==> src/rtl/avr_port_sequencer.sv <==
// avr_port_sequencer: scripted stimulus/check controller for one 8-bit port of
// the AVR model. Commands from a bench-side queue are buffered in a small FIFO
// and executed in order: drive pins, wait, check pins, or poll with a timeout.
//
// Ports:
//   clk, rst                  clock, synchronous active-high reset
//   cmd_valid/cmd_ready       command handshake (cmd_ready = FIFO not full)
//   cmd_op/data/mask/arg      command payload (DRIVE, WAIT, EXPECT, POLL)
//   pin_in                    port pin levels, synchronized internally
//   pin_out, pin_oe           driven value and per-bit drive enable
//   busy                      FIFO non-empty or a command in progress
//   mismatch, timeout         one-cycle failure pulses
//   err_count                 saturating count of mismatch pulses
module avr_port_sequencer #(
    parameter int unsigned DEPTH = 8,
    parameter int unsigned ARG_W = 16
) (
    input  logic             clk,
    input  logic             rst,
    input  logic             cmd_valid,
    output logic             cmd_ready,
    input  logic [1:0]       cmd_op,
    input  logic [7:0]       cmd_data,
    input  logic [7:0]       cmd_mask,
    input  logic [ARG_W-1:0] cmd_arg,
    input  logic [7:0]       pin_in,
    output logic [7:0]       pin_out,
    output logic [7:0]       pin_oe,
    output logic             busy,
    output logic             mismatch,
    output logic             timeout,
    output logic [7:0]       err_count
);

    localparam int unsigned PTR_W = $clog2(DEPTH);
    localparam int unsigned CNT_W = PTR_W + 1;
    localparam int unsigned ENT_W = 2 + 8 + 8 + ARG_W;

    localparam logic [1:0] OP_DRIVE  = 2'd0;
    localparam logic [1:0] OP_WAIT   = 2'd1;
    localparam logic [1:0] OP_EXPECT = 2'd2;
    localparam logic [1:0] OP_POLL   = 2'd3;

    typedef enum logic [1:0] {
        ST_READY = 2'd0,
        ST_WAIT  = 2'd1,
        ST_POLL  = 2'd2
    } state_t;

    // Command FIFO storage, entry layout {op, data, mask, arg}
    logic [ENT_W-1:0] r_mem [DEPTH];
    logic [PTR_W-1:0] r_wr_ptr;
    logic [PTR_W-1:0] r_rd_ptr;
    logic [CNT_W-1:0] r_count;

    logic [7:0]       r_sync1;
    logic [7:0]       r_sync2;

    state_t           r_state;
    logic [ARG_W-1:0] r_cnt;
    logic [7:0]       r_cur_data;
    logic [7:0]       r_cur_mask;
    logic [7:0]       r_pin_out;
    logic [7:0]       r_pin_oe;
    logic             r_mismatch;
    logic             r_timeout;
    logic [7:0]       r_err_count;
    logic             r_busy;

    logic             w_push;
    logic             w_pop;
    logic [ENT_W-1:0] w_head;
    logic [1:0]       w_head_op;
    logic [7:0]       w_head_data;
    logic [7:0]       w_head_mask;
    logic [ARG_W-1:0] w_head_arg;
    logic [CNT_W-1:0] w_count_nx;

    state_t           w_state_nx;
    logic [ARG_W-1:0] w_cnt_nx;
    logic [7:0]       w_cur_data_nx;
    logic [7:0]       w_cur_mask_nx;
    logic [7:0]       w_pin_out_nx;
    logic [7:0]       w_pin_oe_nx;
    logic             w_fail;
    logic             w_tmo;
    logic [7:0]       w_err_nx;

    assign cmd_ready = (r_count != CNT_W'(DEPTH));
    assign w_push    = cmd_valid && cmd_ready;
    assign w_pop     = (r_state == ST_READY) && (r_count != '0);

    assign w_head      = r_mem[r_rd_ptr];
    assign w_head_op   = w_head[ENT_W-1 -: 2];
    assign w_head_data = w_head[ARG_W+15 -: 8];
    assign w_head_mask = w_head[ARG_W+7 -: 8];
    assign w_head_arg  = w_head[ARG_W-1:0];

    assign w_count_nx = r_count + CNT_W'(w_push) - CNT_W'(w_pop);

    // FIFO write port; stale entries are harmless since reset clears the pointers
    always_ff @(posedge clk) begin
        if (w_push) begin
            r_mem[r_wr_ptr] <= {cmd_op, cmd_data, cmd_mask, cmd_arg};
        end
    end

    // Executor state register
    always_ff @(posedge clk) begin
        if (rst) begin
            r_state <= ST_READY;
        end else begin
            r_state <= w_state_nx;
        end
    end

    // Executor next-state and next-output logic
    always_comb begin
        w_state_nx    = r_state;
        w_cnt_nx      = r_cnt;
        w_cur_data_nx = r_cur_data;
        w_cur_mask_nx = r_cur_mask;
        w_pin_out_nx  = r_pin_out;
        w_pin_oe_nx   = r_pin_oe;
        w_fail        = 1'b0;
        w_tmo         = 1'b0;

        case (r_state)
            ST_READY: begin
                if (w_pop) begin
                    case (w_head_op)
                        OP_DRIVE: begin
                            w_pin_out_nx = w_head_data;
                            w_pin_oe_nx  = w_head_mask;
                        end
                        OP_WAIT: begin
                            // WAIT 0/1 costs only the pop edge itself
                            if (w_head_arg > ARG_W'(1)) begin
                                w_state_nx = ST_WAIT;
                                w_cnt_nx   = w_head_arg - ARG_W'(1);
                            end
                        end
                        OP_EXPECT: begin
                            w_fail = (((r_sync2 ^ w_head_data) & w_head_mask) != 8'h00);
                        end
                        default: begin
                            w_state_nx    = ST_POLL;
                            w_cnt_nx      = w_head_arg;
                            w_cur_data_nx = w_head_data;
                            w_cur_mask_nx = w_head_mask;
                        end
                    endcase
                end
            end
            ST_WAIT: begin
                if (r_cnt <= ARG_W'(1)) begin
                    w_state_nx = ST_READY;
                end else begin
                    w_cnt_nx = r_cnt - ARG_W'(1);
                end
            end
            ST_POLL: begin
                // Match wins over expiry; timer of zero means no timeout
                if (((r_sync2 ^ r_cur_data) & r_cur_mask) == 8'h00) begin
                    w_state_nx = ST_READY;
                end else if (r_cnt != '0) begin
                    if (r_cnt == ARG_W'(1)) begin
                        w_fail     = 1'b1;
                        w_tmo      = 1'b1;
                        w_state_nx = ST_READY;
                        w_cnt_nx   = '0;
                    end else begin
                        w_cnt_nx = r_cnt - ARG_W'(1);
                    end
                end
            end
            default: begin
                w_state_nx = ST_READY;
            end
        endcase

        w_err_nx = r_err_count;
        if (w_fail && (r_err_count != 8'hFF)) begin
            w_err_nx = r_err_count + 8'd1;
        end
    end

    // Datapath, FIFO pointers, synchronizer and registered outputs
    always_ff @(posedge clk) begin
        if (rst) begin
            r_wr_ptr    <= '0;
            r_rd_ptr    <= '0;
            r_count     <= '0;
            r_sync1     <= 8'h00;
            r_sync2     <= 8'h00;
            r_cnt       <= '0;
            r_cur_data  <= 8'h00;
            r_cur_mask  <= 8'h00;
            r_pin_out   <= 8'h00;
            r_pin_oe    <= 8'h00;
            r_mismatch  <= 1'b0;
            r_timeout   <= 1'b0;
            r_err_count <= 8'h00;
            r_busy      <= 1'b0;
        end else begin
            if (w_push) begin
                r_wr_ptr <= r_wr_ptr + PTR_W'(1);
            end
            if (w_pop) begin
                r_rd_ptr <= r_rd_ptr + PTR_W'(1);
            end
            r_count     <= w_count_nx;
            r_sync1     <= pin_in;
            r_sync2     <= r_sync1;
            r_cnt       <= w_cnt_nx;
            r_cur_data  <= w_cur_data_nx;
            r_cur_mask  <= w_cur_mask_nx;
            r_pin_out   <= w_pin_out_nx;
            r_pin_oe    <= w_pin_oe_nx;
            r_mismatch  <= w_fail;
            r_timeout   <= w_tmo;
            r_err_count <= w_err_nx;
            r_busy      <= (w_count_nx != '0) || (w_state_nx != ST_READY);
        end
    end

    assign pin_out   = r_pin_out;
    assign pin_oe    = r_pin_oe;
    assign busy      = r_busy;
    assign mismatch  = r_mismatch;
    assign timeout   = r_timeout;
    assign err_count = r_err_count;

endmodule

==> config.mk <==
export PLATFORM = sky130hd
export DESIGN_NAME = avr_port_sequencer
export DESIGN_NICKNAME = d
export VERILOG_FILES = /design/src/rtl/avr_port_sequencer.sv
export SDC_FILE = /design/constraint.sdc
export NUM_CORES = 1
export LEC_CHECK = 0
export ABC_AREA = 1
export BUFFER_PORTS_ARGS = -buffer_cell sky130_fd_sc_hd__buf_2
export CAP_MARGIN = 15
export CORE_UTILIZATION = 62
export CTS_CLUSTER_SIZE = 10
export DETAILED_ROUTE_END_ITERATION = 7
export GPL_ROUTABILITY_DRIVEN = 1
export PLACE_DENSITY_LB_ADDON = 0.15
export SYNTH_ARGS = -nofsm -noshare
export SYNTH_HDL_FRONTEND = slang
export SYNTH_SLANG_ARGS = --single-unit
==> constraint.sdc <==
create_clock -name clk -period 3.01 [get_ports clk]
set_input_delay 0.301 -clock clk [delete_from_list [all_inputs] [get_ports clk]]
set_output_delay 0.301 -clock clk [all_outputs]
set_load 0.02 [all_outputs]
; ---- Word level (Yosys, flattened, before mapping)
; Memory sizes are Yosys's and may differ from the RTL's. A register that Yosys moved wholly into a read port is not among the register bits.
; Cells that the tools add are included.
[totals]
memories = 1
mem_bits_rw = 272
ff_bits = 87
[classes]
addsub = 7
n_lt_le_gt_ge = 2
n_eq_ne = 13
n_reduce_logical = 19
bitwise_logic = 6
n_mux = 26
[mem_list]
columns = memory, depth, width, rd, rd_ports_with_merged_regs, write_ports, line_no
row1 = r_mem, 8, 34, 1, 1, 1, 51  ; logic [ENT_W-1:0] r_mem [DEPTH];
[op_table]
columns = op, count
row1 = 16-bit 2-to-1 mux, 6
row2 = 16-bit one-hot mux with 3 select lines, 1
row3 = 16-bit one-hot mux with 2 select lines, 1
row4 = "16-bit by 1-bit subtractor with 16-bit output, second input constant", 2
row5 = 8-bit AND, 2
row6 = "16-bit by 1-bit equality test with 1-bit output, second input constant", 1
row7 = "16-bit by 1-bit greater-than comparator with 1-bit output, second input constant", 1
row8 = "16-bit by 1-bit less-or-equal comparator with 1-bit output, second input constant", 1
row9 = 16-bit nonzero test, 1
row10 = 8-bit XOR, 2
row11 = 2-bit 2-to-1 mux, 6
row12 = "2-bit != test, second input constant", 5
row13 = "8-bit by 1-bit adder with 8-bit output, second input constant", 1
row14 = 8-bit zero test, 1
row15 = "8-bit != test, second input constant", 1
row16 = 4-bit nonzero test, 2
row17 = 8-bit nonzero test, 1
row18 = 1-bit 2-to-1 mux, 7
row19 = 7-bit AND reduction, 1
row20 = "3-bit by 1-bit adder with 3-bit output, second input constant", 2
row21 = 3-bit 2-to-1 mux, 2
row22 = 2-bit one-hot mux with 3 select lines, 1
row23 = 3-bit AND reduction, 2
row24 = 4-bit by 1-bit adder with 4-bit output, 1
row25 = other kinds (15), 22

; ---- Longest topological paths before layout
; Gate-level depths: netlist of the first run.
[logic_depth]
ltp_word = 7
mapped_depth = 22
ltp_nobuf = 19

; ---- Worst setup path before layout of the first run
; OpenSTA, ideal clock, no wires.
[synth_timing]
path_type = reg-to-reg
start = register r_count[2]
end = memory r_mem[0][0] in the netlist's numbering (enable)
stages_incl_launch_ff = 8
arrival_time_ns = 2.559
slack_ns = 0.026
path_buffers = 0
cell_sequence = dfxtp_1 > inv_1 > ha_1 > nand3_1 > nand2_1 > inv_1 > nand2_1 > nor2_1
[synth_between]
elab_chain_cells = 4
[synth_rtl]
columns = item, line_no
row1 = "start, declared", 54  ; logic [CNT_W-1:0] r_count;
row2 = "start signal, assigned", 212  ; r_count <= w_count_nx;
row3 = 4-bit != test, 89  ; assign cmd_ready = (r_count != CNT_W'(DEPTH));
row4 = via cmd_ready, 21  ; output logic cmd_ready,
row5 = 1-bit logical AND, 90  ; assign w_push = cmd_valid && cmd_ready;
row6 = 1-bit 2-to-1 mux, 103  ; if (w_push) begin
row7 = 1-bit 2-to-1 mux (implied by the code), 104  ; r_mem[r_wr_ptr] <= {cmd_op, cmd_data, cmd_mask, cmd_arg};
row8 = "end, declared", 51
; The timed path passes the listed nets, and every way through them passes these cells.

==> flow_summary.ini, run 1 <==
[run_status]
status = completed

[layout]
syn_to_final_growth_pct = 11.7
drive_gt1_frac = 0.0967
final_nets = 1883
layoutNonFillerInstCount = 2162
mostFrequentLayoutCells = nand2_1 (427), edfxtp_1 (272), nor2_1 (258)
fin_util = 0.711
final_common_cell = nand2_1

[critical_path]
critical_path_class = reg -> reg
start_kind = flop
crit_path_end = err_count[4]
ff2ff_setup_slack_ns = 0.36
path_max_fanout = 48
cp_data_arrival_time_ns = 3.03
ff2ff_path_depth = 15
required_ns = 3.39
r2r_end = err_count[4]
endpoint_kind = flop

[sta]
finalCritPeriodShare = 0.881
final.setup_skew_ns = 0.0162
setup_ws_ns = 0.358
hold_slack_ns = 0.0149
slew_violations = 0
relSlewSlack = 0.583
max_slew.worst_pin.slew_ns = 0.626
rsz0062_at_grt = no
hold_viol = 0
setup_viol = 0
finalCriticalPeriod_ns = 2.65
max_freq_ghz = 0.377
setup-tns-final_ns = 0

[clock_network]
clk_latency_ns = 0.53
numCtsBuffers = 42
cts_tree = yes
cts_buffer_depth = 3
h-tree-depth = 2
cts.sinks = 362
path_clk_slew_ns = 0.05
cts-root-buf = clkbuf_16
cts_setup_buffers = 0

[route]
dr.pass1.iters = 5
wl_per_cell_um = 16.5
wl_mm = 35.6
ant_nets = 0
num_vias = 11800
drc = 0
drt_iter0_markers = 1067
routed_via_density = 5.45

[run]
maxCapViolCount = 0

[floorplanning]
fp.coreArea_um2 = 25400
io_pins = 73
die_y_um = 163
rows = 58
start_util = 0.636
die_area_um2 = 26700
dieWidth_um = 163

[synthesis]
synth-warning-count = 0
synth.area.top_cells = edfxtp_1 (51%), dfxtp_1 (11%), nand2_1 (9.9%)
syn_area_um2 = 16200
synth-async-reset-ratio = 0
synth.top_cell.area_share = 0.506
yosysTopAreaCell = edfxtp_1
synth_fp_nets = 1805
syn_inst = 1742
ys_types = 36
yosys_most_used_dff = edfxtp_1
avgSynthCellArea_um2 = 9.27
yosysSeqAreaShare = 0.617
ys_ff_latch = 362
synth_enable_flop_cells = 272

[global_routing]
grt_pass1_wl_mm = 55.9
antenna_found_initial = 3
overflow = 0
grt_max_degree = 88
gr-usage-all-layers = 0.273
grt_pass1_vias = 10700

[place]
dpl_worst_slack_ns = 0.399
dpl.hpwl_mm = 21.4
placed_cells = 2100
port-buffer-count = 72
place_congestion = 0.808

[pwr]
ir_worst_vdd_mv = 0.726
p_per_area_nw_per_um2 = 929
p_leak_nw = 7.50

[worst_hold_path]
hp-class = in -> reg
cell type report:
class,count,area (um2)
clock inverter,3,40.0
clock buffer,52,1100
antenna,1,2.50
multi-input combinational,1102,5020
sequential,362,9970
tap,330,413
inverter,204,771
fill,1856,7350
timing repair buffer,108,733
flip-flops by register name, indices dropped and copies added (netlist names), 2 cells and up, named ones only:
signal      count
r_cnt          16
r_cur_data      8
r_rd_ptr        3
r_count         4
r_mem         272
pin_out         8
r_sync2         8
err_count       8
r_cur_mask      8
pin_oe          8
r_state         2
r_sync1         8
r_wr_ptr        3
worst min-delay path by stage:
stage / startpoint / to / cells after the start
2_1_floorplan: r_sync1[0] / r_sync2[0] / 2
3_3_place_gp: r_sync1[1] / r_sync2[1] / 2
3_5_place_dp: r_sync1[3] / r_sync2[3] / 2
4_1_cts: pin_in[4] / r_sync1[4] / 3
5_1_grt: pin_in[4] / r_sync1[4] / 3
6_report: pin_in[5] / r_sync1[5] / 3
synthesized netlist by cell type (5+ instances only):
| master | count |
|---|---|
| ha_1 | 17 |
| o21ai_0 | 97 |
| buf_2 | 31 |
| buf_1 | 6 |
| xor2_1 | 16 |
| o21ai_1 | 33 |
| nand3_1 | 144 |
| dfxtp_1 | 90 |
| nand2_2 | 5 |
| edfxtp_1 | 272 |
| buf_6 | 15 |
| a21oi_1 | 57 |
| nor2_1 | 266 |
| clkbuf_1 | 15 |
| inv_1 | 200 |
| nand4_1 | 7 |
| buf_4 | 7 |
| nand2_1 | 427 |
routing by layer:
metal / vias up / GRT usage / share of wire
met4: 4 / 0.0684 / 0.016
li1: 5813 / - / -
met2: 383 / 0.422 / 0.46
met3: 58 / 0.0536 / 0.070
met1: 5517 / 0.396 / 0.45
met5: - / 0 / 0.00065
cells by family after synthesis:
logic type / Yosys count / share of synthesized area
flops: 362 / 0.617
xor+xnor: 20 / 0.0108
compound gates: 195 / 0.0614
buf+inv: 278 / 0.0759
fa+ha+maj: 18 / 0.0144
simple gates: 869 / 0.220
worst max-delay path: stages, from the launching register on:
cell and delay [ns]:
dfxtp_4 0.37, inv_6 0.30, buf_12 0.26, nor2_1 0.06
o21ai_0 0.18, nand2_1 0.07, nand2_1 0.24, nand3_1 0.16
nand2_1 0.09, nor2_1 0.04, nand2_1 0.08, nand2_2 0.08
nand2_2 0.19, nand2_1 0.19, nand2_1 0.10, a21oi_1 0.06
metrics by stage:
step / area [um2] / power [W]
2_1_floorplan: 16200 / 0.0109
5_1_grt: 18000 / 0.0179
4_1_cts: 18000 / 0.0168
6_report: 18000 / 0.0168
3_3_place_gp: 16800 / 0.0122
3_5_place_dp: 16800 / 0.0124
power breakdown:
part           internal, W  switching, W
Clock              0.00254       0.00182
Sequential         0.00595      0.000262
Combinational      0.00190       0.00430
repair_timing:
item / in CTS / in global routing
hold buffers: 6 / 0
resized for setup: 0 / 0
hold endpoints to repair: 6 / 0
No activity file was read; power rests on OpenSTA's default activity.
==> inputs of run 2 (changes only) <==
BUFFER_PORTS_ARGS = unset   (was -buffer_cell sky130_fd_sc_hd__buf_2)
CORE_MARGIN = 2   (was unset)
CORE_UTILIZATION = 64   (was 62)
DONT_BUFFER_PORTS = 1   (was unset)
==> flow_summary.ini, run 2 (synthesized netlist as in run 1, its figures left out) <==
[clock_network]
h-tree-depth = 2
cts-root-buf = clkbuf_16
numCtsBuffers = 42
cts_buffer_depth = 3
clk_latency_ns = 0.53
cts_tree = yes
path_clk_slew_ns = 0.06
cts.sinks = 362

[pwr]
ir_worst_vdd_mv = 0.733
p_leak_nw = 7.39
comb_power_share = 0.359
netSwitchingFraction = 0.378
p_per_area_nw_per_um2 = 930
seqPwrFrac = 0.375
clockPowerShare = 0.266
p_int_w = 0.0105
power.switching_w = 0.00641

[worst_hold_path]
holdPathStages = 2
hp-class = in -> reg
min_to = r_count[0]
hold_start = rst

[sta]
max_freq_ghz = 0.355
finalCritPeriodShare = 0.935
setup_viol = 0
hold_slack_ns = 0.0776
slew_violations = 0
setup-tns-final_ns = 0
rsz0062_at_grt = no
relSlewSlack = 0.606
max_slew.worst_pin.slew_ns = 0.591
final.setup_skew_ns = 0.0167
finalCriticalPeriod_ns = 2.82
hold_viol = 0

[layout]
regArea_um2 = 9970
reg_top3 = r_mem: 272 flops, r_cnt: 16 flops
multi_input_area_um2 = 5020
fillerInstances = 1793
largest_reg_flops = 272
mostFrequentLayoutCells = nand2_1 (427), edfxtp_1 (272), nor2_1 (258)
largest_register = r_mem
drive_gt1_frac = 0.0613
syn_to_final_growth_pct = 12.8
final_nets = 1853
final_common_cell = nand2_1

[place]
place_congestion = 0.808
dpl.hpwl_mm = 22.1
port-buffer-count = 0

[route]
wl_per_cell_um = 17.3
dr.pass1.iters = 5
wl_mm = 37.0
ant_nets = 0
drt_iter0_markers = 1370
num_vias = 11800
routed_via_density = 5.50
drc = 0

[floorplanning]
fp.coreArea_um2 = 25000
io_pins = 73
die_y_um = 163
dieWidth_um = 163
die_area_um2 = 26500
rows = 58
start_util = 0.647

[run]
maxCapViolCount = 0

[run_status]
status = completed

[global_routing]
overflow = 0
gr-usage-all-layers = 0.279
grt_max_degree = 88
antenna_found_initial = 1
grt_pass1_vias = 10700
grt_pass1_wl_mm = 57.0

[critical_path]
r2r_end = err_count[3]
ff2ff_setup_slack_ns = 0.19
cp_data_arrival_time_ns = 3.23
endpoint_kind = flop
path_max_fanout = 37
required_ns = 3.42
ff2ff_path_depth = 15
critical_path_class = reg -> reg
start_kind = flop
-- run 2: power groups by stage --
| stage | Combinational [W] | Sequential, W | Clock (W) |
|---|---|---|---|
| floorplan | 0.00460 | 0.00635 | 0 |
| global placement | 0.00568 | 0.00645 | 0 |
| detailed placement | 0.00584 | 0.00646 | 0 |
| CTS | 0.00597 | 0.00637 | 0.00456 |
| global route | 0.00684 | 0.00641 | 0.00478 |
| finish | 0.00608 | 0.00636 | 0.00451 |
-- run 2: per-stage QoR --
| stage | total power (W) | util | worst slack [ns] | instance area (um2) | std cells |
|---|---|---|---|---|---|
| 2_1_floorplan | 0.0109 | - | 0.0259 | 16200 | 1742 |
| 3_3_place_gp | 0.0121 | 0.664 | 0.320 | 16600 | 2032 |
| 3_5_place_dp | 0.0123 | 0.664 | 0.282 | 16600 | 2032 |
| 4_1_cts | 0.0169 | 0.729 | 0.233 | 18200 | 2141 |
| 5_1_grt | 0.0180 | 0.730 | 0.0350 | 18200 | 2143 |
| 6_report | 0.0170 | 0.730 | 0.194 | 18200 | 2143 |
-- run 2: metal layers --
layer / track usage / wire length [um] / vias up
met5: 0 / 0 / -
met1: 0.405 / 16000 / 5490
met3: 0.0545 / 3320 / 52
met2: 0.440 / 17100 / 478
met4: 0.0648 / 593 / 0
li1: - / - / 5765
-- run 2: worst max-delay path, cell delays in order, from the launching register on --
cell,delay [ns]
dfxtp_4,0.42
inv_6,0.26
buf_4,0.29
o21ai_0,0.11
o21ai_0,0.28
nand2_1,0.09
nand2_1,0.20
nand3_1,0.11
nand2_1,0.08
nor2_1,0.04
nand2_1,0.13
nand2_2,0.08
nand2_2,0.21
nand2_1,0.19
nand2_1,0.11
a21oi_1,0.06
-- run 2: worst max-delay path by stage --
stage / from / to / slack (ns)
after floorplan: r_count[2] / r_mem[0][0] / 0.03
after CTS: flop / err_count[3] / 0.23
after detailed placement: flop / err_count[7] / 0.28
final: flop / err_count[3] / 0.19
after global placement: flop / err_count[3] / 0.32
after global routing: flop / err_count[3] / 0.03
-- run 2: what timing repair did --
item | CTS | global route
hold endpoints to repair | 322 | 0
resized for setup | 0 | 1
buffers inserted | 0 | 1
setup endpoints to repair | 0 | 6
hold buffers | 43 | 0
-- run 2: layout make-up --
cell class / count / area share
flip-flops and latches: 362 / 0.547
clock inverters: 2 / 0.00213
clock buffers: 64 / 0.0634
diodes: 1 / 0.000137
well taps: 330 / 0.0227
multi-input cells: 1102 / 0.275
inverters: 204 / 0.0423
repair buffers: 78 / 0.0466
==> inputs of run 3 (changes only) <==
PLACE_DENSITY = 0.8   (was unset)
PLACE_DENSITY_LB_ADDON = unset   (was 0.15)
==> flow_summary.ini, run 3 (synthesized netlist as in run 1, its figures left out) <==
[pwr]
p_leak_nw = 7.38
p_per_area_nw_per_um2 = 933
ir_worst_vdd_mv = 0.638
total_power_w = 0.0170

[worst_hold_path]
min_to = r_sync2[0]
holdPathStages = 2
hold_start = rst
hp-class = in -> reg

[sta]
finalCriticalPeriod_ns = 2.73
rsz0062_at_grt = no
max_freq_ghz = 0.366
setup_ws_ns = 0.280
hold_slack_ns = 0.0638
max_slew.worst_pin.slew_ns = 0.490
finalCritPeriodShare = 0.907
relSlewSlack = 0.673
setup_viol = 0
slew_violations = 0
final.setup_skew_ns = 0.0232
hold_viol = 0
setup-tns-final_ns = 0

[critical_path]
crit_cells = 13
critPathBufInv = 2
start_kind = flop
ff2ff_setup_slack_ns = 0.28
critPathTopFamily = simple AND/OR/NAND/NOR gates
path_common_cell = nand2_1
critical-path-max-stage-delay_ns = 0.44
path_max_fanout = 45
ff2ff_path_depth = 13
critical_path_class = reg -> reg
endpoint_kind = flop
critical_path.slowest_cell = dfxtp_4
cp_data_arrival_time_ns = 3.14
worstPathCellList = buf_4, nor2_1, nor2_1, o21ai_0, nand3_1, nand2_1, buf_4, nor3_1, nand2_2, nand2_2, nand2_1, nand2_1, a21oi_1
required_ns = 3.42
r2r_end = err_count[7]

[floorplanning]
rows = 58
fp.coreArea_um2 = 25000
die_area_um2 = 26500
die_y_um = 163
start_util = 0.647
io_pins = 73
dieWidth_um = 163

[global_routing]
antenna_found_initial = 3
grtUsageMet3 = 0.0576
grt.busiest_layer = met2
grt_max_degree = 71
grt_pass1_vias = 11400
overflow = 0
grt.met2_usage = 0.447
grt_util_met1 = 0.386
grt_pass1_wl_mm = 58.0
gr-usage-all-layers = 0.280

[place]
port-buffer-count = 0
place_congestion = 0.874
dpl_worst_slack_ns = 0.319
dpl.hpwl_mm = 22.0

[clock_network]
cts_buffer_depth = 3
cts.sinks = 362
h-tree-depth = 2
cts-root-buf = clkbuf_16
numCtsBuffers = 42
cts_tree = yes
clk_latency_ns = 0.55
cts_setup_buffers = 0
path_clk_slew_ns = 0.06

[route]
ant_nets = 0
wl_per_cell_um = 17.3
routed_via_density = 5.57
dr.pass1.iters = 6
drt_iter0_markers = 1292
drc = 0
wl_mm = 37.0
num_vias = 11900

[layout]
multi_input_area_um2 = 5020
largest_reg_flops = 272
final_nets = 1849
mostFrequentLayoutCells = nand2_1 (427), edfxtp_1 (272), nor2_1 (258)
drive_gt1_frac = 0.0604
fillerInstances = 1744
final_common_cell = nand2_1
fin_util = 0.729
syn_to_final_growth_pct = 12.7
reg_top3 = r_mem: 272 flops, r_cnt: 16 flops
regArea_um2 = 9970
largest_register = r_mem

[run_status]
status = completed

[run]
maxCapViolCount = 0
run 3: cell count changes in the layout (fill, tap and decap cells not counted), sizes merged:
cell | before | now
buf | 36 | 32
bufinv | 1 | 0
clkbuf | 64 | 61
clkinv | 1 | 3
diode | 1 | 4
run 3: worst max-delay path by stage:
stage                         to  slack (ns)
detailed placement  err_count[2]        0.32
global route            r_cnt[1]        0.05
finish              err_count[7]        0.28
floorplan            r_mem[0][0]        0.03
CTS                 err_count[7]        0.30
global placement            busy        0.49
run 3: layer usage:
metal,part of all wire,vias to the layer above,routed length [um]
li1,-,5756,-
met1,0.42,5590,15400
met2,0.47,491,17200
met3,0.090,92,3340
met4,0.027,0,982
met5,0,-,0
run 3: power by group:
group | total (W) | switching (W) | internal (W)
sequential | 0.00635 | 0.000406 | 0.00595
clock | 0.00456 | 0.00190 | 0.00267
combinational | 0.00607 | 0.00421 | 0.00186
total | 0.0170 | 0.00651 | 0.0105
run 3: timing repair:
action                                 CTS  global route
resized for setup                        0             0
endpoints found under the hold margin  322             0
hold buffers                            43             0
run 3: final cells by class:
class | count | share of cell area
diodes | 4 | 0.000550
clock buffers | 61 | 0.0639
clock inverters | 3 | 0.00296
inverters | 204 | 0.0423
multi-input cells | 1102 | 0.276
flip-flops and latches | 362 | 0.548
well taps | 330 | 0.0227
repair buffers | 74 | 0.0439
run 3: per-stage QoR:
step / instances / cell area (um2)
6_report: 2140 / 18200
5_1_grt: 2138 / 18200
2_1_floorplan: 1742 / 16200
3_5_place_dp: 2029 / 16500
3_3_place_gp: 2029 / 16500
4_1_cts: 2136 / 18200
